**src/rtl/taylor_stage_1_ctrl.sv**
```systemverilog
// Horner sequencer for Taylor stage 1: P(x) = (x/720 + 1/120)*x + 1/24; TAYLOR_CTRL_BACK2BACK_EN lets HOLD restart directly.
// Latency: OUT_VALID rises on the fifth edge counting the edge that accepts START (MUL1..ADD2 then HOLD).
// Backpressure: RESULT/OUT_VALID hold in HOLD until OUT_READY; START outside IDLE is dropped, not queued.
module taylor_stage_1_ctrl #(
    parameter int WIDTH  = 26,
    parameter int FRAC_W = 23
) (
    input  logic             CLK,
    input  logic             RST,
    input  logic             START,
    input  logic [WIDTH-1:0] IN_X,
    output logic             BUSY,
    output logic [WIDTH-1:0] A_OUT,
    output logic             mul_ss,
    output logic             add_ss,
    output logic             mul_ss_en,
    output logic             add_ss_en,
    input  logic [WIDTH-1:0] STAGE_OUT,
    output logic [WIDTH-1:0] RESULT,
    output logic             OUT_VALID,
    input  logic             OUT_READY
);

    if (FRAC_W != WIDTH - 3) begin : g_frac_check
        $error("FRAC_W must equal WIDTH-3");
    end

    localparam logic [2:0] S_IDLE = 3'd0;
    localparam logic [2:0] S_MUL1 = 3'd1;
    localparam logic [2:0] S_ADD1 = 3'd2;
    localparam logic [2:0] S_MUL2 = 3'd3;
    localparam logic [2:0] S_ADD2 = 3'd4;
    localparam logic [2:0] S_HOLD = 3'd5;

    logic [2:0]       state_q, state_d;
    logic [WIDTH-1:0] a_q, a_d;
    logic [WIDTH-1:0] result_q, result_d;
    logic             valid_q, valid_d;

    always_comb begin
        state_d  = state_q;
        a_d      = a_q;
        result_d = result_q;
        valid_d  = valid_q;
        case (state_q)
            S_IDLE: begin
                if (START) begin
                    a_d     = IN_X;
                    state_d = S_MUL1;
                end
            end
            S_MUL1: state_d = S_ADD1;
            S_ADD1: state_d = S_MUL2;
            S_MUL2: state_d = S_ADD2;
            S_ADD2: begin
                // STAGE_OUT here is reg_mul + 1/24, the finished polynomial
                result_d = STAGE_OUT;
                valid_d  = 1'b1;
                state_d  = S_HOLD;
            end
            S_HOLD: begin
                if (OUT_READY) begin
                    valid_d = 1'b0;
`ifdef TAYLOR_CTRL_BACK2BACK_EN
                    if (START) begin
                        a_d     = IN_X;
                        state_d = S_MUL1;
                    end else begin
                        state_d = S_IDLE;
                    end
`else
                    state_d = S_IDLE;
`endif
                end
            end
            default: begin
                valid_d = 1'b0;
                state_d = S_IDLE;
            end
        endcase
    end

    // Datapath controls are pure state decodes so they never see input glitches
    always_comb begin
        mul_ss    = 1'b0;
        add_ss    = 1'b0;
        mul_ss_en = 1'b0;
        add_ss_en = 1'b0;
        case (state_q)
            S_MUL1: begin
                mul_ss    = 1'b1;
                mul_ss_en = 1'b1;
            end
            S_ADD1: begin
                add_ss    = 1'b1;
                add_ss_en = 1'b1;
            end
            S_MUL2:  mul_ss_en = 1'b1;
            S_ADD2:  add_ss_en = 1'b1;
            default: ;
        endcase
    end

    always_ff @(posedge CLK) begin
        if (RST) begin
            state_q  <= S_IDLE;
            a_q      <= '0;
            result_q <= '0;
            valid_q  <= 1'b0;
        end else begin
            state_q  <= state_d;
            a_q      <= a_d;
            result_q <= result_d;
            valid_q  <= valid_d;
        end
    end

    assign BUSY      = (state_q != S_IDLE);
    assign A_OUT     = a_q;
    assign RESULT    = result_q;
    assign OUT_VALID = valid_q;

endmodule

```
**config.mk**
```make
export PLATFORM = sky130hd
export DESIGN_NAME = taylor_stage_1_ctrl
export DESIGN_NICKNAME = d
export VERILOG_FILES = /design/src/rtl/taylor_stage_1_ctrl.sv
export SDC_FILE = /design/constraint.sdc
export NUM_CORES = 1
export LEC_CHECK = 0
export ABC_AREA = 1
export CORE_ASPECT_RATIO = 0.6
export CORE_MARGIN = 5
export CORE_UTILIZATION = 25
export DETAILED_ROUTE_END_ITERATION = 10
export SYNTH_ARGS = -nofsm -noshare
export SYNTH_HDL_FRONTEND = slang
export SYNTH_SLANG_ARGS = --single-unit
export TNS_END_PERCENT = 30
```
**constraint.sdc**
```tcl
create_clock -name CLK -period 1 [get_ports CLK]
set_input_delay 0.2 -clock CLK [delete_from_list [all_inputs] [get_ports CLK]]
set_output_delay 0.2 -clock CLK [all_outputs]
set_load 0.1 [all_outputs]
```
=== Yosys cells after proc, flatten, opt, wreduce, memory -nomap -nowiden ===
Index checks and enable logic that the tools add are counted.
W data, S select, Z words.

* Eq/ne operators: 7
* Multiplexer cells: 9
* Reduce and logical (&&, ||, !) cells: 8
* Bitwise logic cells: 1

{| class="wikitable"
|+ Operators with widths
! kind !! count
|-
| $pmux W3 S6 || 1
|-
| $eq A3 B2 Y1 const B || 2
|-
| $eq A3 B3 Y1 const B || 2
|-
| $mux W3 || 2
|-
| $reduce_and A2 Y1 || 3
|-
| $mux W1 || 5
|-
| $ne A2 B2 Y1 const B || 2
|-
| $reduce_or A2 Y1 || 2
|-
| $reduce_or A4 Y1 || 1
|-
| $eq A3 B1 Y1 const B || 1
|-
| $logic_not A3 Y1 || 1
|-
| $pmux W1 S3 || 1
|-
| $reduce_bool A3 Y1 || 1
|-
| $not A1 Y1 || 1
|}

* Logic and storage cells: 29
* Output and inout port bits: 58
* Register bits: 56

=== Depth between registers and ports, before layout ===
* Depth in word-level cells: 4
* Mapped depth: 6
* Depth with buffers taken out: 6

=== Least setup slack after synthesis ===
No wires, ideal clock.

* Path type: reg2out
* From: register state_q[2]
* To: output port mul_ss
* Data arrival time: 2.072 ns
* Data required time: 0.800 ns
* Stages on the path, launching flop included: 7
* Setup slack: -1.272 ns
* Cells stage by stage: dfxtp_1 inv_1 buf_2 nand2_1 inv_1 nand2_1 inv_1

* Longest elaborated chain between the ends: 2

{| class="wikitable"
|+ RTL lines
! what !! line !! RTL
|-
| from (decl) || 35 || <nowiki>logic [2:0] state_q, state_d;</nowiki>
|-
| from (signal assigned) || 111 || <nowiki>state_q <= state_d;</nowiki>
|-
| $eq A3 B1 Y1 || 89 || <nowiki>case (state_q)</nowiki>
|-
| $mux W1 || 89 ||
|-
| to (decl) || 14 || <nowiki>output logic mul_ss,</nowiki>
|}

Every way passes these cells.

=== Final worst setup path ===
* From: register state_q[1]
* To: output port add_ss_en

* Longest elaborated chain between the ends: 3

{| class="wikitable"
|+ RTL lines
! what !! line !! RTL
|-
| $eq A3 B3 Y1 or $eq A3 B2 Y1 (tied branches) || 89 ||
|-
| $reduce_or A2 Y1 (no line) * || - ||
|-
| $mux W1 * || 89 ||
|-
| to (decl) || 17 || <nowiki>output logic add_ss_en,</nowiki>
|}

Mark *: on every way between the ends. The rest lies on a longest branch, timed or not.

==> run_results.csv <==
group,metric,value,unit
outcome,outcome,"finished with violations",
outcome,violations,"setup timing",
sta,post-route-period-util,1.420,
sta,fin_setup_tns,-16.93,ns
placement,io_buffers,113,
setup_path,required,0.80,ns
synth,netlist_top_cells_area,"dfxtp_1, nor2_1, nand4_1",
cells_and_area,postLayoutCoreUtil,0.5984,
floorplanning,die_h,81.37,um
synth,synth-simple-area-share,0.2512,
placement,gp_congestion,0.7734,
setup_path,critPathKind,"flip-flop to output pin",
synth,synth-edff-count,0,
pwr,p_leak,1.939,nW
min_path,hold_path.class,"flip-flop to flip-flop",
grt,grt_pass1_wl,11760,um
setup_path,crit_fanout,3,
sta,rsz0062_at_grt,"true",
grt,overflow,0,
cells_and_area,layout.nets,455,
grt,antenna_found_initial,0,
cts,cts_tree,"done",
cts,clk_path_buf_depth,2,
grt,grt_pass1_vias,2356,
synth,synth_compound_area_frac,0.1368,
run,cap_violations,0,
cts,cts-root-buf,"clkbuf_16",
pwr,power,7.816,mW
placement,dp_hpwl,5373,um
floorplanning,ios,114,
synth,synth_top_family_by_area,"simple AND/OR/NAND/NOR gates",
pwr,ir_drop,653.8,uV
sta,fin_crit,1.420,ns
cells_and_area,synthToLayoutAreaGrowth,136.7,%
synth,synth_ff_type,"dfxtp_1",
cts,cts.sinks,56,
sta,setup_ws,-0.4199,ns
cells_and_area,n_antenna_cell,0,
route,wl,7887,um
cts,clk_pin_slew,0.07,ns
cts,cts_hold_buf,0,
grt,grt_max_degree,30,
floorplanning,initial_utilization,0.2528,
setup_path,cp-start-kind,"flip-flop",
floorplanning,rows,26,
synth,syn-num-nets,321,
floorplanning,fp.dieArea,10490,um2
synth,synthArstFlopShare,0,
cells_and_area,drive_above_1_share,0.6000,
floorplanning,core,8393,um2
route,wire_per_inst,15.40,um
synth,yosysWarningCount,0,
floorplanning,die_w,128.9,um
synth,synth_cells,265,
synth,synthAdderAreaFrac,0,
route,drcViolationCount,0,
synth,ys_types,19,
setup_path,arrival,1.22,ns
synth,synth-xor-area-share,0,
sta,setup_viol,113,
synth,seq_area_frac_synth,0.5283,
sta,relSlewSlack,0.7679,
synth,yosysTopAreaCell,"dfxtp_1",
sta,max_freq,704.3,MHz
synth,netlist.area_leader.share,0.5283,
route,drt_iter0_drc,71,
cts,htree_levels,2,
sta,skew,0.005431,ns
pwr,power_density,1556,nW/um2
sta,worst_pin_slew,0.3481,ns
route,vias_per_cell,4.639,
route,final_antenna_net_count,0,
route,drtPass1Iterations,4,
synth,syn-cell-area,2122,um2
synth,avgSynthCellArea,8.008,um2
sta,final_max_slew_viol_count,0,
synth,synth.area.mux_share,0,
synth,ys_ff_latch,56,
synth,synth.most_common_cell,"dfxtp_1",
setup_path,crit_path_end_kind,"output pin",
sta,hold_viol_final,0,
cts,numCtsBuffers,5,
synth,synthTopCellsByCount,"dfxtp_1, nor2_1, nand2_1",
route,dr_total_vias,2375,
cts,clock_latency,0.29,ns
grt,track_usage,0.1393,
-- worst max-delay path, cell delays in order, from the launching register on --
cell and delay, ns:
dfxtp_2 0.34, nor2_4 0.16, nand2_4 0.08, buf_12 0.13, nand2_8 0.05, buf_12 0.16
-- report_power, final --
part	switching (mW)	internal, mW
clock	0.785	1.18
combinational	1.92	1.35
sequential	0.199	2.38
-- logic make-up (layout without fill, tap and decap cells) --
group / Yosys count / count (layout)
and+or+nand+nor: 119 / 119
DFF: 56 / 56
buffers and inverters: 32 / 167
AOI/OAI and AO/OA: 58 / 58
-- worst paths after layout --
| kind | from | to | slack [ns] | depth (start not counted) |
|---|---|---|---|---|
| worst min-delay path | A_OUT[6]$_SDFFE_PP0P_ | A_OUT[6]$_SDFFE_PP0P_ | 0.48 | 2 |
| worst max register to register | state_q[2]$_SDFFE_PP0P_ | A_OUT[13]$_SDFFE_PP0P_ | -0.39 | 8 |
| worst max-delay path | state_q[1]$_SDFFE_PP0P_ | add_ss_en | -0.42 | 5 |
| worst min register to register | A_OUT[6]$_SDFFE_PP0P_ | A_OUT[6]$_SDFFE_PP0P_ | 0.48 | 2 |
-- per-stage QoR --
step	hold slack [ns]	std cells	setup WS [ns]	area [um2]
global route	0.4906	512	-0.4654	5022
CTS	0.4807	510	-0.4255	4622
detailed placement	0.4728	490	-0.3537	4150
global placement	0.4674	490	-0.3399	4150
finish	0.4841	512	-0.4199	5022
floorplan	0.3454	265	-0.8999	2228
-- repair_timing --
action                                  4_1_cts  5_1_grt
setup buffers                                10        1
gates resized for setup                      93      107
endpoints found under the setup margin      113      114
cloned                                        2        2
pin swaps                                     8       16
-- layout by cell type, fill, tap and decap left out, drive strengths merged --
cell,instances
clkinvlp,3
clkinv,2
buf,91
nand2,35
nor2,55
nand3b,1
clkbuf,7
nand3,2
o21ai,28
inv,8
nand4,26
dfxtp,56
a21oi,30
bufinv,1
clkdlybuf4s50,55
-- layer usage --
layer	share of wire	global-route usage
met3	0.057	0.03482
met5	0	0
met2	0.47	0.2273
met1	0.46	0.1878
met4	0.011	0.02830
-- cell type report --
cell class              count  area (um2)
clock inverters             2       35.03
repair buffers            147        2167
fillers                   685        3371
repair inverters            1       8.758
inverters                  11       70.07
flip-flops and latches     56        1256
well taps                 112       140.1
multi-input cells         177        1216
clock buffers               6       128.9
-- state kept, by name, summed over array words and instances, names as in the netlist --
register,count
state_q,3
OUT_VALID,1
A_OUT,26
RESULT,26
Power figures use the tool's default switching activity.
